## src/rtl/prbs4_pkg.sv

```systemverilog
// rtl/prbs4_pkg.sv - shared FSM encoding and x^4+x+1 sequence constants for the PRBS4 checker
package prbs4_pkg;

  typedef enum logic [1:0] {
    SEARCH = 2'd0,
    VERIFY = 2'd1,
    LOCKED = 2'd2
  } prbs4_state_e;

  // Prediction taps into the history window: s[n] = s[n-3] ^ s[n-4].
  localparam int         PRBS4_TAP_A       = 2;
  localparam int         PRBS4_TAP_B       = 3;
  localparam int         PRBS4_PERIOD      = 15;
  localparam logic [3:0] PRBS4_MARK_WINDOW = 4'b0001;

endpackage

```

## src/rtl/prbs4_predictor.sv

```systemverilog
// rtl/prbs4_predictor.sv - 4-bit history window with next-bit prediction and zero-window flag
// mark_hit exists only when PRBS4_PERIOD_MARK_EN is defined.
module prbs4_predictor
  import prbs4_pkg::*;
(
  input  logic clk,
  input  logic rst,
  input  logic clr,
  input  logic shift_en,
  input  logic load_pred,
  input  logic bit_in,
  output logic prediction,
  output logic zero_window
`ifdef PRBS4_PERIOD_MARK_EN
  ,
  output logic mark_hit
`endif
);

  logic [3:0] h_q;
  logic [3:0] h_d;
  logic [3:0] shifted;

  assign prediction  = h_q[PRBS4_TAP_A] ^ h_q[PRBS4_TAP_B];
  assign zero_window = (h_q == 4'b0000);

  // In flywheel mode the window is fed from its own prediction, not the line.
  assign shifted = {h_q[2:0], (load_pred ? prediction : bit_in)};

`ifdef PRBS4_PERIOD_MARK_EN
  assign mark_hit = (shifted == PRBS4_MARK_WINDOW);
`endif

  always_comb begin
    h_d = h_q;
    if (clr) begin
      h_d = 4'b0000;
    end else if (shift_en) begin
      h_d = shifted;
    end
  end

  always_ff @(posedge clk) begin
    if (rst) begin
      h_q <= 4'b0000;
    end else begin
      h_q <= h_d;
    end
  end

endmodule

```

## config.mk

```make
export PLATFORM = sky130hd
export DESIGN_NAME = prbs4_predictor
export DESIGN_NICKNAME = d
export VERILOG_FILES = /design/src/rtl/prbs4_pkg.sv /design/src/rtl/prbs4_predictor.sv
export SDC_FILE = /design/constraint.sdc
export NUM_CORES = 1
export LEC_CHECK = 0
export ABC_AREA = 1
export ABC_CLOCK_PERIOD_IN_PS = 1300
export CORE_AREA = 4 4 41 43
export CTS_CLUSTER_SIZE = 20
export DETAILED_ROUTE_END_ITERATION = 8
export DIE_AREA = 0 0 45 47
export GPL_TIMING_DRIVEN = 1
export PLACE_DENSITY_LB_ADDON = 0.2
export SYNTH_ARGS = -nofsm -noshare
export SYNTH_HDL_FRONTEND = slang
export SYNTH_SLANG_ARGS = --single-unit
```

## constraint.sdc

```tcl
create_clock -name clk -period 1.3 [get_ports clk]
set_input_delay 0.26 -clock clk [delete_from_list [all_inputs] [get_ports clk]]
set_output_delay 0.26 -clock clk [all_outputs]
set_load 0.01 [all_outputs]
```

---- After elaboration in Yosys (flattened, before gate mapping) ----
Cells that the tools add are included.
word-level totals
  register bits after elaboration ......... 4
  input port bits ......................... 6
  output and inout port bits .............. 2
  word-level logic and storage cells ...... 5
operators by class
  muxes and demuxes ....................... 1
  bitwise operators ....................... 1
  reductions and logical operators ........ 2
operators with widths
  operator            count
  4-bit zero test     1
  2-bit OR reduction  1
  1-bit 2-to-1 mux    1
  1-bit bitwise XOR   1

---- Logic depth before layout (Yosys ltp) ----
  word-level depth ........................ 2
  gate-level depth with buffers ........... 6
  depth with buffers taken out ............ 6

---- Worst setup path before layout ----
No wires, ideal clock.
  path type ............................... register -> output
  from .................................... register h_q[2]
  to ...................................... output zero_window
  arrival ................................. 0.783 ns
  required time ........................... 1.040 ns
  slack ................................... 0.257 ns
  stages on the path, launching flop included .. 4
  path buffers ............................ 0
  cell sequence ........................... dfxtp_1 inv_1 ha_1 nor3b_1
on the way
  longest elaborated chain between the ends .. 1
RTL lines
  item                      RTL line               source
  start: declaration        prbs4_predictor.sv:20  logic [3:0] h_q;
  start signal: assignment  prbs4_predictor.sv:45  h_q <= 4'b0000;
  start signal: assignment  prbs4_predictor.sv:47  h_q <= h_d;
  4-bit zero test           prbs4_predictor.sv:25  assign zero_window = (h_q == 4'b0000);
  end: declaration          prbs4_predictor.sv:13  output logic zero_window
Every way passes these cells.

---- Final worst setup path ----
  from .................................... register h_q[3]
  to ...................................... output zero_window
The elaborated chain is that of the path after synthesis.

==> metrics.txt <==
# TYPE chip_impl_metric gauge
chip_impl_metric{name="mappedNetlistNets",unit=""} 36
chip_impl_metric{name="synthDistinctLibCells",unit=""} 8
chip_impl_metric{name="areaGrowthSynthToFinish",unit="%"} 82.4
chip_impl_metric{name="power.total",unit="uW"} 309
chip_impl_metric{name="path_max_fanout",unit=""} 2
chip_impl_metric{name="layout_worst_path_cycle_share",unit="%"} 97.9
chip_impl_metric{name="ios",unit=""} 8
chip_impl_metric{name="diodes_inserted",unit=""} 0
chip_impl_metric{name="floorplan.initialDensity",unit="%"} 14.7
chip_impl_metric{name="max-clock-path-buffers",unit=""} 2
chip_impl_metric{name="postPlaceCellArea",unit="um2"} 303
chip_impl_metric{name="max_slew_violations",unit=""} 0
chip_impl_metric{name="die_h",unit="um"} 47
chip_impl_info{name="critical-path-top-delay-family",value="flip-flops"} 1
chip_impl_metric{name="cp.required",unit="ns"} 1.04
chip_impl_info{name="path_class",value="reg2out"} 1
chip_impl_metric{name="worst-slew-pin-transition",unit="ns"} 0.187
chip_impl_metric{name="seq_area_frac_synth",unit="%"} 41.8
chip_impl_info{name="post-synth-top-area-cell",value="dfxtp_1"} 1
chip_impl_metric{name="largest_register_ffs",unit=""} 4
chip_impl_metric{name="fillerInstances",unit=""} 165
chip_impl_metric{name="routedLengthMet1",unit="um"} 192
chip_impl_metric{name="slew_headroom",unit="%"} 87.5
chip_impl_metric{name="power_density",unit="nW/um2"} 886
chip_impl_info{name="registers_with_the_highest_flip_flop_counts",value="h_q: 4 flops"} 1
chip_impl_metric{name="syn-mean-instance-area",unit="um2"} 6.60
chip_impl_info{name="grt_setup_unrepaired",value="yes"} 1
chip_impl_info{name="cells_along_the_critical_path",value="inv_2, ha_4, nor3b_2, buf_2"} 1
chip_impl_metric{name="cts.reportedPaths.clkPinSlew",unit="ns"} 0.04
chip_impl_metric{name="worstSkewPairLatency",unit="ns"} 0.23
chip_impl_metric{name="post-place-cells",unit=""} 54
chip_impl_metric{name="finalNonFillerCells",unit=""} 58
chip_impl_metric{name="timing.final.setup_violations",unit=""} 0
chip_impl_metric{name="layout-drive-gt1-share",unit="%"} 34.9
chip_impl_metric{name="via_per_inst",unit=""} 3.53
chip_impl_info{name="setup.worst_path.start_class",value="flop"} 1
chip_impl_metric{name="total_half_perimeter_wirelength_after_legalization_and_detailed_placement",unit="um"} 352
chip_impl_metric{name="synth_seq_cells",unit=""} 4
chip_impl_metric{name="timing.critical_path.arrival",unit="ns"} 1.01
chip_impl_info{name="synth.top_cells.by_area",value="dfxtp_1 (42%), nand2_1 (20%), inv_1 (14%), a21oi_1 (7.8%), ha_1 (6.5%)"} 1
chip_impl_metric{name="detail_route.wirelength",unit="um"} 434
chip_impl_metric{name="tritoncts.num_buffers",unit=""} 3
chip_impl_metric{name="mappedNetlistArea",unit="um2"} 191
chip_impl_metric{name="route.met3.wl",unit="um"} 37
chip_impl_metric{name="mean_routed_wirelength_per_cell",unit="um"} 7.48
chip_impl_metric{name="post-route-drc-count",unit=""} 0
chip_impl_metric{name="fin_tns_setup",unit="ns"} 0
chip_impl_info{name="worst_setup_ep_type",value="output pin"} 1
chip_impl_metric{name="max_freq",unit="MHz"} 786
chip_impl_metric{name="yosysWarnings",unit=""} 0
chip_impl_metric{name="coreArea",unit="um2"} 1300
chip_impl_metric{name="critPathMaxStageDelay",unit="ns"} 0.33
chip_impl_metric{name="first_global_vias",unit=""} 187
chip_impl_metric{name="globalRouteTotalUtil",unit="%"} 5.22
chip_impl_info{name="top_register",value="h_q"} 1
chip_impl_metric{name="synth_top_area_share",unit="%"} 41.8
chip_impl_info{name="worst_path_slowest_cell",value="dfxtp_2"} 1
chip_impl_metric{name="setup_ws",unit="ns"} 0.0272
chip_impl_metric{name="finalNetCount",unit=""} 52
chip_impl_metric{name="hold_violations",unit=""} 0
chip_impl_metric{name="dr.pass1.iters",unit=""} 4
chip_impl_metric{name="max-vdd-ir-drop",unit="uV"} 390
chip_impl_metric{name="finalWorstPathRequiredPeriod",unit="ns"} 1.27
chip_impl_metric{name="grt_antenna_before_repair",unit=""} 0
chip_impl_metric{name="placement.setup.worst_slack",unit="ns"} -0.193
chip_impl_metric{name="syn-instance-count",unit=""} 29
chip_impl_metric{name="rows",unit=""} 13
chip_impl_metric{name="grt_first_pass_wirelength",unit="um"} 690
chip_impl_metric{name="max_cap_violations",unit=""} 0
chip_impl_metric{name="tritoncts_num_sinks",unit=""} 4
chip_impl_metric{name="die_width",unit="um"} 45
chip_impl_info{name="highest_layer",value="met3"} 1
chip_impl_metric{name="numPortBuffers",unit=""} 7
chip_impl_metric{name="detailroute.via_count",unit=""} 205
chip_impl_info{name="cts-root-buf",value="clkbuf_4"} 1
chip_impl_metric{name="met2WireLength",unit="um"} 204
chip_impl_metric{name="detail-route-antenna-nets",unit=""} 0
chip_impl_metric{name="globalplace.congestion",unit=""} 0.683
chip_impl_info{name="run_status",value="completed"} 1
chip_impl_metric{name="drt_iter0_markers",unit=""} 2
chip_impl_metric{name="grt_overflow",unit=""} 0
chip_impl_info{name="tritoncts",value="done"} 1
chip_impl_metric{name="ctsHtreeMaxLevel",unit=""} 1
chip_impl_info{name="hp-class",value="reg2reg"} 1
chip_impl_metric{name="worst-path-buf-inv",unit=""} 2
chip_impl_metric{name="timing.clock.skew",unit="ns"} 0.00322
chip_impl_metric{name="postLayoutCellArea",unit="um2"} 349
chip_impl_metric{name="dieArea",unit="um2"} 2120
chip_impl_metric{name="grt_max_degree",unit=""} 7
chip_impl_metric{name="holdBufCountCts",unit=""} 0
chip_impl_metric{name="leakage",unit="nW"} 0.158
[synth_stat cells]
library cell	count
a21oi_1	3
dfxtp_1	4
ha_1	1
inv_1	7
nand2_1	10
nand3_1	1
nor2_1	2
nor3b_1	1
[path summary, 6_finish.rpt]
check                endpoint  slack (ns)    from  cells past startpoint
setup / recovery  zero_window        0.03  h_q[3]                      4
hold / removal         h_q[3]        0.47  h_q[3]                      2
setup reg to reg       h_q[0]        0.36  h_q[2]                      6
hold reg to reg        h_q[3]        0.47  h_q[3]                      2
[worst reg2reg max path, stage by stage (launching register included)]
cell and delay [ns]:
dfxtp_2 0.32, inv_2 0.04, ha_4 0.23, nand2_1 0.06, nand3_1 0.08, nand2_1 0.07, inv_1 0.03
[power by group]
| part | switching, mW | internal [mW] | leakage, nW |
|---|---|---|---|
| Combinational | 0.0127 | 0.0206 | 0.110 |
| Clock | 0.0470 | 0.103 | 0.0138 |
| Sequential | 0.00105 | 0.125 | 0.0334 |
| Total | 0.0608 | 0.249 | 0.158 |
[cells in the final DEF (no fill, tap or decap), types with 2 or more instances in the layout]
cell / n
clkdlybuf4s50_1: 5
inv_1: 5
buf_4: 4
nor2_1: 2
dfxtp_1: 2
inv_2: 2
nand2_1: 10
dfxtp_2: 2
clkbuf_4: 3
a21oi_1: 3
[per-stage QoR]
stage,utilization [%],hold WS [ns]
global placement,23.3,0.460
global route,26.8,0.479
finish,26.8,0.468
floorplan,-,0.400
CTS,26.1,0.473
detailed placement,23.3,0.467
[final cells by class]
cell class	instances	area [um2]	share of cell area (%)
clock buffers	3	22.5	6.45
inverters	7	26.3	7.53
multi-input cells	18	103	29.4
flip-flops and latches	4	82.6	23.7
well taps	15	18.8	5.38
repair buffers	11	96.3	27.6
[routing by layer]
layer	GRT usage, %	vias to the layer above
met2	6.50	6
met3	4.98	0
met5	0	-
met4	5.26	0
met1	4.78	83
li1	-	116
[logic make-up (layout without fill, tap and decap cells)]
logic type      Yosys count  count (layout)  share of synthesized area [%]
compound gates            3               3                           7.84
fa+ha+maj                 1               1                           6.53
buf+inv                   7              21                           13.7
flops                     4               4                           41.8
simple gates             14              14                           30.1
[repair_timing]
| item | in CTS | in global routing |
|---|---|---|
| endpoints found under the setup margin | 2 | 2 |
| pin swaps | 0 | 0 |
| gates resized for setup | 15 | 1 |
| buffers inserted | 1 | 0 |
(Power assumes the default switching activity.)
==> patch 1, RTL diff (config.mk and constraints unchanged) <==
Add a define of `PRBS4_PERIOD_MARK_EN`.
--- a/src/rtl/prbs4_predictor.sv
+++ b/src/rtl/prbs4_predictor.sv
@@ -1,4 +1,6 @@
 // rtl/prbs4_predictor.sv - 4-bit history window with next-bit prediction and zero-window flag
 // mark_hit exists only when PRBS4_PERIOD_MARK_EN is defined.
+`define PRBS4_PERIOD_MARK_EN
+
 module prbs4_predictor
   import prbs4_pkg::*;
Formal check against the unedited RTL (old outputs only; new: mark_hit): equivalent (Yosys induction, for registers that start in step).
==> patch 1 against the unedited design <==
The flow now finishes with violations (setup timing); total power increased by 2.4%; die area unchanged; sequential cell count unchanged; fmax decreased by 11%; final cell count increased by 16%; hold slack about the same; routed wire length increased by 18%; setup slack got worse by 150 ps; clock skew decreased by 2.9 ps; synthesized area increased by 6.5%; cell area increased by 19%; via count increased by 19%; largest power group unchanged; highest routed layer unchanged.
==> patch 1: results (changes against the unedited design) <==
----------------------------------------------------
[STA]
  Clock Skews ... 0.3356 ps (-2.881 ps)
  Worst relative slew slack ... 86.22% (-1.3 points)
  Number of endpoints failing setup at the final stage ... 2 (+2)
  Final hold slack ... 467.6 ps (-0.3100 ps)
  Setup slack after layout ... -123.6 ps (-150.7 ps)

[Place]
  Number of I/O port buffers ... 8 (+1)
  Detailed-placement wirelength estimate ... 384.1 um (+9.1%)
  Gpl congestion ... 0.6635 (-2.8%)
  Placed instance count ... 61 (+13%)

[Clock tree]
  CTS-repair resized insts ... 20 (+5)
  Number of setup buffers added after CTS ... 2 (+1)

[Synth]
  Syn nets ... 39 (+8.3%)
  Mapped Avg Cell Area ... 6.373 um^2 (-3.5%)
  Synth Area in Compound Gates ... 9.816% (+2.0 points)
  Synth Area in Adders ... 6.135% (-0.40 points)

[Run status]
  Violated checks ... setup timing
  Run status ... complete, but fails checks

[Global route]
  Global Route met1 Usage ... 5.000% (+0.22 points)
  Met2 GRT Util ... 9.040% (+2.5 points)

[Power and ir drop]
  Highest ir drop seen on vdd ... 241.1 uV (-38%)
  Internal power consumption ... 0.2521 mW (+1.4%)
  Leakage component of the power ... 0.1973 nW (+25%)

[Critical path]
  Number of cells traversed by the worst register-to-register path ... 8 (+2)
  R2R Setup Slk ... 160 ps (-200 ps)

[Finish]
  Final clock-cell share ... 5.438% (-1.0 points)
  Multi-In Gates ... 21 (+3)
  Final-layout fill cell count ... 148 (-10%)

[Drt]
  Met1 WL ... 237 um (+23%)
  Sum of met3 wire segment lengths after detailed routing ... 48 um (+30%)

----------------------------------------------------
patch 1: cell count changes after synthesis:
cell	unedited run	this run
sky130_fd_sc_hd__a21oi_1	3	4
sky130_fd_sc_hd__nor2_1	2	3
sky130_fd_sc_hd__nand2_1	10	11
patch 1: metrics by stage:
step | worst slack, ps | instance area [um^2]
after CTS | -143.1 | 399.1
after global placement | -444.1 | 347.8
after floorplan | 47.09 | 203.9
after detailed placement | -451.0 | 347.8
after global routing | -204.3 | 414.1
final | -123.6 | 414.1
patch 1: how the worst max path moves through the flow:
stage	start	to	slack (ps)	depth (start not counted)
floorplan	h_q[2]	mark_hit	50	4
global placement	load_pred	mark_hit	-440	5
detailed placement	load_pred	mark_hit	-450	5
CTS	h_q[3]	mark_hit	-140	5
global route	h_q[3]	mark_hit	-200	5
finish	h_q[3]	prediction	-120	5
patch 1: critical path: cells and delay by family (launching register included):
| family | cells | cell delay, ps |
|---|---|---|
| adder cells (fa/ha/maj) | 1 | 230 |
| buffers and inverters | 4 | 390 |
| flip-flops | 1 | 320 |
==> patch 2, RTL diff (config.mk and constraints unchanged) <==
Made on the original files. Reset style: asynchronous (`rst`), changed in one clocked block.
--- a/src/rtl/prbs4_predictor.sv
+++ b/src/rtl/prbs4_predictor.sv
@@ -41,5 +41,5 @@
   end
 
-  always_ff @(posedge clk) begin
+  always_ff @(posedge clk or posedge rst) begin
     if (rst) begin
       h_q <= 4'b0000;
Formal check against the unedited RTL: differs if rst is asserted again (counterexample within 4 cycles, from zero or initial values and one cycle with rst high); with rst held inactive, the same outputs for 10 cycles.
==> patch 2 against the unedited design <==
The flow now finishes with violations (setup timing); synthesized area grew 7.8%; total power grew 0.81%; sequential power up 3%; sequential cell count is the same; setup slack worse by 70 ps; cell area shrank 10%; combinational power rose by 7.8%; first-iteration DRC count fell by 100%; critical path depth is the same; routed wire length decreased by 2.3%; largest power group unchanged.
==> patch 2: results (changes against the unedited design) <==
----------------------------------------------------
[Hold path]
  Min-delay worst type ... primary input to async pin

[Global route]
  Number of global-route vias before repair ... 186 (-0.53%)
  Met2 GRT Util ... 7.062% (+0.56 points)
  Global Route met1 Usage ... 5.492% (+0.71 points)
  Largest net degree at the start of global routing ... 5 (-2)

[Critical path]
  Arr. time, crit path ... 1080 ps (+70 ps)
  Delay contributed by the slowest stage of the critical path ... 370 ps (+40 ps)
  R2R Setup Slk ... 300 ps (-60 ps)

[Power and ir drop]
  Leakage component of the power ... 0.1711 nW (+8.6%)
  Highest ir drop seen on vdd ... 446.1 uV (+14%)
  Switching power summed over all nets ... 0.06122 mW (+0.75%)

[Synth]
  Synth unique cells ... 7 (-1)
  Synth Area in Compound Gates ... 2.424% (-5.4 points)
  Async S/R FF share, synth ... 100.0% (+100 points)
  Leading post-synthesis cells by cell area ... sky130_fd_sc_hd__dfrtp_1 (48%), sky130_fd_sc_hd__nand2_1 (25%), sky130_fd_sc_hd__inv_1 (11%), sky130_fd_sc_hd__ha_1 (6.1%), sky130_fd_sc_hd__nor3b_1 (3.6%)

[STA]
  Number of endpoints failing setup at the final stage ... 2 (+2)
  Clock Skews ... 2.540 ps (-0.6764 ps)
  Total Neg Setup Slack ... -58.42 ps (-58.42 ps)
  Worst relative slew slack ... 87.69% (+0.20 points)
  Setup slack after layout ... -42.64 ps (-69.80 ps)

[Finish]
  Fin nets ... 47 (-9.6%)
  Sequential standard cell area ... 100.1 um^2 (+21%)
  Number of non-clock inverters in the layout ... 6 (-1)
  Fraction of area in multi-input gates ... 28.40% (-0.99 points)

[Place]
  Detailed-placement wirelength estimate ... 346.5 um (-1.6%)

[Clock tree]
  Number of setup buffers added after CTS ... 0 (-1)
  CTS-repair resized insts ... 9 (-6)

[Drt]
  Number of detailed-route iterations in the first pass ... 1 (-3)

[Run status]
  Violated checks ... setup timing
  Run status ... complete, but fails checks

----------------------------------------------------
patch 2: cell types whose count changed after synthesis:
cell and delta:
sky130_fd_sc_hd__nor2_2 +1, sky130_fd_sc_hd__nor2_1 -2, sky130_fd_sc_hd__dfrtp_1 +4, sky130_fd_sc_hd__a21oi_1 -3, sky130_fd_sc_hd__o21ai_0 +1, sky130_fd_sc_hd__dfxtp_1 -4
sky130_fd_sc_hd__nand3_1 -1, sky130_fd_sc_hd__inv_1 -1, sky130_fd_sc_hd__nand2_1 +4
patch 2: through the flow:
step	setup slack (ps)	total power [mW]	cells	cell area (um^2)	hold WS, ps
3_5_place_dp	-260.9	0.1687	50	295.3	461.7
3_3_place_gp	-251.1	0.1684	50	295.3	461.4
4_1_cts	-70.46	0.3214	53	312.8	210.2
2_1_floorplan	185.7	0.1442	28	206.4	26.08
6_report	-42.64	0.3119	53	312.8	210.4
5_1_grt	-121.6	0.3403	53	312.8	227.0
